`config.mk`:
```
export PLATFORM = sky130hd
export DESIGN_NAME = unified_mem_arbiter_flat
export DESIGN_NICKNAME = d
export VERILOG_FILES = /design/src/rtl/unified_mem_arbiter_if.sv /design/src/rtl/unified_mem_arbiter.sv /design/src/flat_wrapper.sv
export SDC_FILE = /design/constraint.sdc
export NUM_CORES = 1
export LEC_CHECK = 0
export ABC_CLOCK_PERIOD_IN_PS = 3400
export CAP_MARGIN = 20
export CORE_MARGIN = 3
export CORE_UTILIZATION = 48
export DETAILED_ROUTE_END_ITERATION = 16
export PLACE_DENSITY_LB_ADDON = 0.2
export SYNTH_ARGS = -nofsm -noshare
export SYNTH_HDL_FRONTEND = slang
export SYNTH_SLANG_ARGS = --single-unit
```
`constraint.sdc`:
```
create_clock -name clk -period 3.4 [get_ports clk]
set_input_delay 0.85 -clock clk [delete_from_list [all_inputs] [get_ports clk]]
set_output_delay 0.85 -clock clk [all_outputs]
set_load 0.01 [all_outputs]
```
`src/rtl/unified_mem_arbiter_if.sv`:
```
// Bus bundle between the pipeline/backing memory (master side) and the
// unified memory arbiter (slave side).
interface unified_mem_arbiter_if #(
  parameter int unsigned ADDR_W = 30,
  parameter int unsigned CNT_W  = 32
);
  logic              if_req;
  logic [ADDR_W-1:0] if_addr;
  logic [31:0]       if_rdata;
  logic              d_req;
  logic              d_we;
  logic [3:0]        d_be;
  logic [ADDR_W-1:0] d_addr;
  logic [31:0]       d_wdata;
  logic [31:0]       d_rdata;
  logic              stall;
  logic              mem_req;
  logic              mem_we;
  logic [3:0]        mem_be;
  logic [ADDR_W-1:0] mem_addr;
  logic [31:0]       mem_wdata;
  logic              mem_ready;
  logic [31:0]       mem_rdata;
  logic [CNT_W-1:0]  stall_cycles;

  modport master (
    output if_req, if_addr, d_req, d_we, d_be, d_addr, d_wdata, mem_ready, mem_rdata,
    input  if_rdata, d_rdata, stall, mem_req, mem_we, mem_be, mem_addr, mem_wdata,
           stall_cycles
  );

  modport slave (
    input  if_req, if_addr, d_req, d_we, d_be, d_addr, d_wdata, mem_ready, mem_rdata,
    output if_rdata, d_rdata, stall, mem_req, mem_we, mem_be, mem_addr, mem_wdata,
           stall_cycles
  );
endinterface

```
`src/rtl/unified_mem_arbiter.sv`:
```
// Serialises the data and fetch requests of one pipeline step onto a single
// variable-latency memory port (data first), stalling the pipeline meanwhile.
module unified_mem_arbiter #(
  parameter int unsigned ADDR_W = 30,
  parameter int unsigned CNT_W  = 32
) (
  input  logic                  clk,
  input  logic                  reset,
  unified_mem_arbiter_if.slave  bus
);

  localparam int unsigned DATA_W = 32;
  localparam int unsigned BE_W   = 4;

  typedef enum logic [1:0] {
    IDLE  = 2'd0,
    D_ACC = 2'd1,
    F_ACC = 2'd2,
    DONE  = 2'd3
  } state_e;

  typedef struct packed {
    logic              we;
    logic [BE_W-1:0]   be;
    logic [ADDR_W-1:0] addr;
    logic [DATA_W-1:0] wdata;
  } dreq_t;

  state_e            state_q, state_d;
  logic              f_pend_q, f_pend_d;
  logic [ADDR_W-1:0] f_addr_q, f_addr_d;
  dreq_t             dreq_q, dreq_d;
  logic [DATA_W-1:0] if_rdata_q, if_rdata_d;
  logic [DATA_W-1:0] d_rdata_q, d_rdata_d;
  logic              mem_req_q, mem_req_d;
  logic              mem_we_q, mem_we_d;
  logic [BE_W-1:0]   mem_be_q, mem_be_d;
  logic [ADDR_W-1:0] mem_addr_q, mem_addr_d;
  logic [DATA_W-1:0] mem_wdata_q, mem_wdata_d;
  logic [CNT_W-1:0]  cnt_q, cnt_d;
  logic              stall_c;

  // Next-state, capture and memory-port drive; memory outputs are loaded for
  // the state being entered so they are registered yet aligned with it.
  always_comb begin
    state_d     = state_q;
    f_pend_d    = f_pend_q;
    f_addr_d    = f_addr_q;
    dreq_d      = dreq_q;
    if_rdata_d  = if_rdata_q;
    d_rdata_d   = d_rdata_q;
    mem_req_d   = 1'b0;
    mem_we_d    = 1'b0;
    mem_be_d    = '0;
    mem_addr_d  = mem_addr_q;
    mem_wdata_d = mem_wdata_q;
    stall_c     = 1'b0;
    cnt_d       = cnt_q;

    case (state_q)
      IDLE: begin
        if (bus.if_req || bus.d_req) begin
          stall_c      = 1'b1;
          f_pend_d     = bus.if_req;
          f_addr_d     = bus.if_addr;
          dreq_d.we    = bus.d_we;
          dreq_d.be    = bus.d_be;
          dreq_d.addr  = bus.d_addr;
          dreq_d.wdata = bus.d_wdata;
          mem_req_d    = 1'b1;
          if (bus.d_req) begin
            state_d     = D_ACC;
            mem_we_d    = bus.d_we;
            mem_be_d    = bus.d_be;
            mem_addr_d  = bus.d_addr;
            mem_wdata_d = bus.d_wdata;
          end else begin
            state_d    = F_ACC;
            mem_be_d   = 4'hF;
            mem_addr_d = bus.if_addr;
          end
        end
      end

      D_ACC: begin
        stall_c = 1'b1;
        if (bus.mem_ready) begin
          if (!dreq_q.we) begin
            d_rdata_d = bus.mem_rdata;
          end
          if (f_pend_q) begin
            state_d    = F_ACC;
            mem_req_d  = 1'b1;
            mem_be_d   = 4'hF;
            mem_addr_d = f_addr_q;
          end else begin
            state_d = DONE;
          end
        end else begin
          mem_req_d = 1'b1;
          mem_we_d  = dreq_q.we;
          mem_be_d  = dreq_q.be;
        end
      end

      F_ACC: begin
        stall_c = 1'b1;
        if (bus.mem_ready) begin
          if_rdata_d = bus.mem_rdata;
          state_d    = DONE;
        end else begin
          mem_req_d = 1'b1;
          mem_be_d  = 4'hF;
        end
      end

      DONE: begin
        state_d = IDLE;
      end

      default: begin
        state_d = IDLE;
      end
    endcase

    if (stall_c && (cnt_q != {CNT_W{1'b1}})) begin
      cnt_d = cnt_q + CNT_W'(1);
    end
  end

  always_ff @(posedge clk) begin
    if (reset) begin
      state_q     <= IDLE;
      f_pend_q    <= 1'b0;
      f_addr_q    <= '0;
      dreq_q      <= '0;
      if_rdata_q  <= '0;
      d_rdata_q   <= '0;
      mem_req_q   <= 1'b0;
      mem_we_q    <= 1'b0;
      mem_be_q    <= '0;
      mem_addr_q  <= '0;
      mem_wdata_q <= '0;
      cnt_q       <= '0;
    end else begin
      state_q     <= state_d;
      f_pend_q    <= f_pend_d;
      f_addr_q    <= f_addr_d;
      dreq_q      <= dreq_d;
      if_rdata_q  <= if_rdata_d;
      d_rdata_q   <= d_rdata_d;
      mem_req_q   <= mem_req_d;
      mem_we_q    <= mem_we_d;
      mem_be_q    <= mem_be_d;
      mem_addr_q  <= mem_addr_d;
      mem_wdata_q <= mem_wdata_d;
      cnt_q       <= cnt_d;
    end
  end

  assign bus.stall        = stall_c;
  assign bus.if_rdata     = if_rdata_q;
  assign bus.d_rdata      = d_rdata_q;
  assign bus.mem_req      = mem_req_q;
  assign bus.mem_we       = mem_we_q;
  assign bus.mem_be       = mem_be_q;
  assign bus.mem_addr     = mem_addr_q;
  assign bus.mem_wdata    = mem_wdata_q;
  assign bus.stall_cycles = cnt_q;

endmodule

```
`src/flat_wrapper.sv`:
```
// flat-port wrapper written by rule: the top's interface ports become plain ports
module unified_mem_arbiter_flat 
#(
  parameter int unsigned ADDR_W = 30,
  parameter int unsigned CNT_W  = 32
)
  (clk, reset, bus_if_req, bus_if_addr, bus_d_req, bus_d_we, bus_d_be, bus_d_addr, bus_d_wdata, bus_mem_ready, bus_mem_rdata, bus_if_rdata, bus_d_rdata, bus_stall, bus_mem_req, bus_mem_we, bus_mem_be, bus_mem_addr, bus_mem_wdata, bus_stall_cycles);
  unified_mem_arbiter_if #(.ADDR_W(ADDR_W), .CNT_W(CNT_W)) bus_i ();
  input  logic clk;
  input  logic reset;
  input wire logic [$bits(bus_i.if_req)-1:0] bus_if_req;
  input wire logic [$bits(bus_i.if_addr)-1:0] bus_if_addr;
  input wire logic [$bits(bus_i.d_req)-1:0] bus_d_req;
  input wire logic [$bits(bus_i.d_we)-1:0] bus_d_we;
  input wire logic [$bits(bus_i.d_be)-1:0] bus_d_be;
  input wire logic [$bits(bus_i.d_addr)-1:0] bus_d_addr;
  input wire logic [$bits(bus_i.d_wdata)-1:0] bus_d_wdata;
  input wire logic [$bits(bus_i.mem_ready)-1:0] bus_mem_ready;
  input wire logic [$bits(bus_i.mem_rdata)-1:0] bus_mem_rdata;
  output wire logic [$bits(bus_i.if_rdata)-1:0] bus_if_rdata;
  output wire logic [$bits(bus_i.d_rdata)-1:0] bus_d_rdata;
  output wire logic [$bits(bus_i.stall)-1:0] bus_stall;
  output wire logic [$bits(bus_i.mem_req)-1:0] bus_mem_req;
  output wire logic [$bits(bus_i.mem_we)-1:0] bus_mem_we;
  output wire logic [$bits(bus_i.mem_be)-1:0] bus_mem_be;
  output wire logic [$bits(bus_i.mem_addr)-1:0] bus_mem_addr;
  output wire logic [$bits(bus_i.mem_wdata)-1:0] bus_mem_wdata;
  output wire logic [$bits(bus_i.stall_cycles)-1:0] bus_stall_cycles;
  assign bus_i.if_req = bus_if_req;
  assign bus_i.if_addr = bus_if_addr;
  assign bus_i.d_req = bus_d_req;
  assign bus_i.d_we = bus_d_we;
  assign bus_i.d_be = bus_d_be;
  assign bus_i.d_addr = bus_d_addr;
  assign bus_i.d_wdata = bus_d_wdata;
  assign bus_i.mem_ready = bus_mem_ready;
  assign bus_i.mem_rdata = bus_mem_rdata;
  assign bus_if_rdata = bus_i.if_rdata;
  assign bus_d_rdata = bus_i.d_rdata;
  assign bus_stall = bus_i.stall;
  assign bus_mem_req = bus_i.mem_req;
  assign bus_mem_we = bus_i.mem_we;
  assign bus_mem_be = bus_i.mem_be;
  assign bus_mem_addr = bus_i.mem_addr;
  assign bus_mem_wdata = bus_i.mem_wdata;
  assign bus_stall_cycles = bus_i.stall_cycles;
  unified_mem_arbiter #(.ADDR_W(ADDR_W), .CNT_W(CNT_W)) u_core (.clk(clk), .reset(reset), .bus(bus_i));
endmodule
```
==> results.txt, run 1 <==
Setup-failing EPs final -> 0
syn nets -> 1209
count leader, synth -> nand2_1
Critical Path, Cell by Cell -> clkdlybuf4s50_1, o21ai_4, a21oi_1, clkdlybuf4s50_1
Critical Path Max Stage Delay -> 0.62 ns
Power Density -> 725 nW/um^2
critical path's slowest cell -> clkdlybuf4s50_1
crit path time final -> 3.21 ns
final std cells w/o fill -> 1567
first-pass GRT wire length -> 38900 microns
Final Util -> 0.727
CP Data Required Time -> 2.55 ns
FFs w/ async S/R, synth -> 0
post-synthesis sequential area ratio -> 0.486
Setup Skew -> 0.0116 ns
Mapped Cells -> 1068
Hold Buf Count CTS -> 0
wire per inst -> 16.2 microns
CP arrival -> 2.36 ns
die area -> 19000 sq um
Critical Path Start Type -> primary input
Worst Setup End Kind -> output port
Synth area leaders -> dfxtp_1 49%, nand2_1 17%, a21oi_1 11%
Post-synth EDFFs -> 0
Core ar. -> 16800 sq um
Final Max Tran Viols -> 0
clock root cell -> clkbuf_16
Post CTS Setup Buffer Count -> 0
Fillers -> 1365
Synth Warn # -> 0
Final #Nets -> 1474
area delta synth->final -> 46.4%
share of layout cells above drive strength 1 -> 0.0520
Clock transition at path regs -> 0.06 ns
number of clock sinks -> 202
vias per inst -> 5.26
vias in the first global route -> 7784
worst-skew pair later-pin latency -> 0.50 ns
Rows -> 47
crit share post-route -> 0.945
port bufs -> 298
count of antenna diodes in the layout -> 0
gr usage total -> 0.251
CTS Buf Count -> 22
Final Power -> 8.84 mW
Vias -> 8240
Synth Cell Area -> 8320 sq um
VDD IR max -> 477 uV
Top FF cell, synth -> dfxtp_1
Initial Util -> 0.497
CTS Buffer Depth -> 3
drt drc -> 0
Die X -> 138 microns
I/O Pins -> 299
First DRT Iteration DRCs -> 438
Max-Cap Viols -> 0
#FFs+latches synth -> 202
post-synthesis cell type count -> 48
GPL Wtd Cong -> 0.800
status -> finished clean
Max-slew headroom -> 0.485
TNS Setup -> 0 ns
most instantiated cells after synthesis -> 373 x nand2_1, 202 x dfxtp_1, 186 x a21oi_1
Crit Path Class -> in -> out
Highest Clock Rate -> 0.311 GHz
die height -> 138 microns
Synth area leader -> dfxtp_1
placed cell count -> 1528
peak fanout along the critical path -> 4
DP Wirelength -> 17000 microns
Min-Delay Path Class -> reg -> reg
Worst Tran Pin Value -> 0.772 ns
global route overflow -> 0
worst setup margin -> 0.186 ns
PostCTS Resize Cnt -> 0
initial antenna violation count -> 2
largest net degree at the start of global routing -> 101
CTS tree -> done
Total Wirelength -> 25400 microns
RSZ-0062 raised after global routing -> false
Placement Setup Slack -> 0.202 ns
post-synth top area share -> 0.486
post-route ant nets -> 0
syn avg cell area -> 7.79 sq um
H-tree levels -> 1
Pleak -> 4.38 nW
1st-pass router iterations -> 6
final hold violations -> 0
Top cell by count, worst path -> clkdlybuf4s50_1
## power by group
group / leakage, nW / total (mW) / internal, mW / switching [mW]
Clock: 0.374 / 2.45 / 1.51 / 0.943
Sequential: 1.65 / 3.07 / 2.83 / 0.240
Combinational: 2.36 / 3.31 / 1.40 / 1.91
Total: 4.38 / 8.84 / 5.74 / 3.09
## metrics by stage
step                cell area [sq um]  hold WS [ns]
floorplan                        8320         0.437
global placement                11400         0.441
detailed placement              11400         0.445
CTS                             12200         0.453
global route                    12200         0.467
finish                          12200         0.451
## cell families after synthesis
group                      count (synthesis)  share of synthesized area
AOI/OAI and AO/OA                        262                      0.171
muxes                                     36                     0.0439
and+or+nand+nor                          472                      0.241
DFF                                      202                      0.486
adders and majority gates                  7                     0.0105
xor gates and xnor gates                   7                    0.00737
buffers and inverters                     82                     0.0400
## routing by layer
| layer | up-vias | part of all wire | track usage |
|---|---|---|---|
| li1 | 4116 | - | - |
| met1 | 3784 | 0.40 | 0.305 |
| met2 | 281 | 0.48 | 0.432 |
| met3 | 55 | 0.090 | 0.0712 |
| met4 | 4 | 0.026 | 0.0765 |
| met5 | - | 0.0011 | 0 |
## cell type report
class | count | area, sq um | area share
repair buffers | 317 | 3130 | 0.257
well taps | 220 | 275 | 0.0226
clock buffers | 32 | 669 | 0.0549
inverters | 6 | 22.5 | 0.00185
multi-input cells | 784 | 3960 | 0.325
flip-flops and latches | 202 | 4040 | 0.332
clock inverters | 6 | 80.1 | 0.00657
## cells in the final DEF (no fill, tap or decap), types with 4 or more instances in the layout
cell type	count
clkbuf_16	23
nand2_1	373
o31ai_1	5
and4_1	7
xnor2_1	4
inv_1	6
mux2i_1	32
nand4_1	8
nor2b_1	9
and2_1	6
clkinv_2	4
a21oi_1	186
buf_4	18
clkdlybuf4s50_1	296
ha_1	6
o22ai_1	4
mux2_1	4
o21a_1	7
nand3_1	9
dfxtp_1	202
o21ai_0	37
nor2_1	24
clkbuf_8	6
or4_1	5
o21ai_1	5
or3_1	11
## flip-flops by register name, indices dropped and copies added, names as in the netlist, 2 cells and up
register and count:
u_core.bus.d_rdata 32, u_core.bus.if_rdata 32, u_core.bus.mem_addr 30, u_core.bus.mem_be 4
u_core.bus.mem_wdata 32, u_core.bus.stall_cycles 32, u_core.dreq_q 5, u_core.f_addr_q 30
u_core.state_q 2
## worst max-delay path, delay by kind of cell
family                 cells  cell delay (ns)
buffers and inverters      2             1.20
AOI/OAI and AO/OA          2             0.31
## path summary, 6_finish.rpt
check | start | endpoint | slack, ns | cells after the start
hold / removal | u_core.bus.d_rdata[1] | u_core.bus.d_rdata[1] | 0.45 | 2
setup reg to reg | u_core.bus.stall_cycles[2] | u_core.bus.stall_cycles[17] | 0.96 | 6
setup / recovery | bus_if_req | bus_stall | 0.19 | 4
hold reg to reg | u_core.bus.d_rdata[1] | u_core.bus.d_rdata[1] | 0.45 | 2
Power figures use the tool's default switching activity.
==> run 2, diff against run 1 <==
--- a/config.mk
+++ b/config.mk
@@ -10,7 +10,9 @@
 export CORE_MARGIN = 3
 export CORE_UTILIZATION = 48
 export DETAILED_ROUTE_END_ITERATION = 16
+export GPL_TIMING_DRIVEN = 0
 export PLACE_DENSITY_LB_ADDON = 0.2
+export SLEW_MARGIN = 40
 export SYNTH_ARGS = -nofsm -noshare
 export SYNTH_HDL_FRONTEND = slang
 export SYNTH_SLANG_ARGS = --single-unit
==> results.txt, run 2 (synthesis results as in run 1) <==
Setup Skew -> 0.0160 ns
DP Wirelength -> 19800 microns
Critical Path Start Type -> primary input
Rows -> 47
fin area -> 12200 sq um
Initial Util -> 0.497
Final Power -> 8.73 mW
Max-slew headroom -> 0.455
Power Density -> 714 nW/um^2
r2r endpoint -> u_core.bus.stall_cycles[10]
worst setup margin -> 0.0997 ns
hold_ws -> 0.452 ns
area delta synth->final -> 46.9%
met3 Use GR -> 0.0752
Worst Path Buf+Inv -> 2
Die X -> 138 microns
Pleak -> 4.34 nW
R2R Setup Slk -> 0.89 ns
share of layout cells above drive strength 1 -> 0.0321
WHS Path Cells -> 2
CTS Buffer Depth -> 3
Vias -> 8554
Max-Cap Viols -> 0
RSZ-0062 raised after global routing -> false
worst-skew pair later-pin latency -> 0.50 ns
count of antenna diodes in the layout -> 0
Critical Path, Cell by Cell -> clkdlybuf4s50_1, o21ai_1, a21oi_2, clkdlybuf4s50_1
post-route ant nets -> 0
CTS Buf Count -> 21
most frequent cells in the layout -> 373 x nand2_1, 298 x clkdlybuf4s50_1, 202 x dfxtp_1
R2R depth -> 8
Worst Setup End Kind -> output port
grt peak-use layer -> met2
Hold Crit Start -> u_core.bus.if_rdata[24]
Hold Buf Count CTS -> 0
delay-heaviest family, CP -> buffers and inverters
PostCTS Resize Cnt -> 0
footprint of the multi-input gates -> 3950 sq um
GPL Wtd Cong -> 0.843
Total Wirelength -> 27200 microns
critical path's slowest cell -> clkdlybuf4s50_1
die height -> 138 microns
first-pass GRT wire length -> 41000 microns
number of clock sinks -> 202
die area -> 19000 sq um
Final Util -> 0.730
CP Data Required Time -> 2.55 ns
commonest non-fill, non-tap cell in the layout -> nand2_1
R2R Path Start -> u_core.state_q[0]
1st-pass router iterations -> 5
I/O Pins -> 299
peak fanout along the critical path -> 4
Crit Path Class -> in -> out
Highest Clock Rate -> 0.303 GHz
grt met1 use -> 0.342
Critical Path Max Stage Delay -> 0.62 ns
H-tree levels -> 1
First DRT Iteration DRCs -> 518
Fillers -> 1349
Final #Nets -> 1530
port bufs -> 298
vias per inst -> 5.27
Placed Area -> 11600 sq um
crit share post-route -> 0.971
Min-Delay Path Class -> reg -> reg
Setup-failing EPs final -> 0
met2 Usage GRT -> 0.451
clock root cell -> clkbuf_16
register area -> 4040 sq um
Worst Tran Pin Value -> 0.817 ns
Core ar. -> 16800 sq um
Post CTS Setup Buffer Count -> 0
CTS tree -> done
Clock transition at path regs -> 0.06 ns
Placement Setup Slack -> 0.0132 ns
placed cell count -> 1586
final std cells w/o fill -> 1622
Top cell by count, worst path -> clkdlybuf4s50_1
Final Max Tran Viols -> 0
CP arrival -> 2.45 ns
drt drc -> 0
vias in the first global route -> 7848
wire per inst -> 16.8 microns
VDD IR max -> 469 uV
status -> finished clean
largest net degree at the start of global routing -> 14
crit path time final -> 3.30 ns
final hold violations -> 0
gr usage total -> 0.271
initial antenna violation count -> 0
global route overflow -> 0
Worst Hold Endpoint -> u_core.bus.if_rdata[24]
TNS Setup -> 0 ns
==> run 2: cell types whose count changed in the layout (fill, tap and decap cells not counted), moves of 2 or more <==
cell,before,now
clkbuf_1,3,71
buf_4,18,0
buf_1,0,8
clkbuf_8,6,3
buf_6,1,3
clkbuf_16,23,21
clkdlybuf4s50_1,296,298
clkinv_2,4,2
==> run 2: final cells by class <==
type / count / share of cell area
flip-flops and latches: 202 / 0.331
inverters: 6 / 0.00184
well taps: 220 / 0.0225
repair buffers: 298 / 0.244
plain buffers: 76 / 0.0254
clock inverters: 4 / 0.00399
multi-input cells: 784 / 0.323
clock buffers: 32 / 0.0488
==> run 2: report_power, final <==
part / switching (mW) / leakage [nW] / internal (mW) / total, mW
registers: 0.250 / 1.65 / 2.83 / 3.08
logic: 2.03 / 2.37 / 1.40 / 3.43
clock network: 0.924 / 0.316 / 1.28 / 2.21
total: 3.21 / 4.34 / 5.52 / 8.73
==> run 2: worst max-delay path by stage <==
stage	start	end	slack [ns]	depth (start not counted)
after global placement	bus_if_req	bus_stall	0.005	4
final	bus_if_req	bus_stall	0.1	4
after CTS	bus_if_req	bus_stall	0.007	4
after global routing	bus_d_req	bus_stall	0.05	4
after floorplan	bus_if_req	u_core.bus.stall_cycles[5]	1.14	6
after detailed placement	bus_if_req	bus_stall	0.01	4
==> run 2: routing by layer <==
metal | up-vias | wire, microns
li1 | 4223 | -
met1 | 3965 | 10900
met2 | 319 | 13000
met3 | 47 | 2610
met4 | 0 | 648
met5 | - | 0
==> run 2: worst register-to-register path: stages (launching register included) <==
cell	delay (ns)
dfxtp_1	0.36
inv_1	0.12
ha_1	0.27
o21a_1	0.20
clkbuf_1	0.46
o211a_1	0.27
o31ai_2	0.17
or4_1	0.45
a21oi_1	0.14
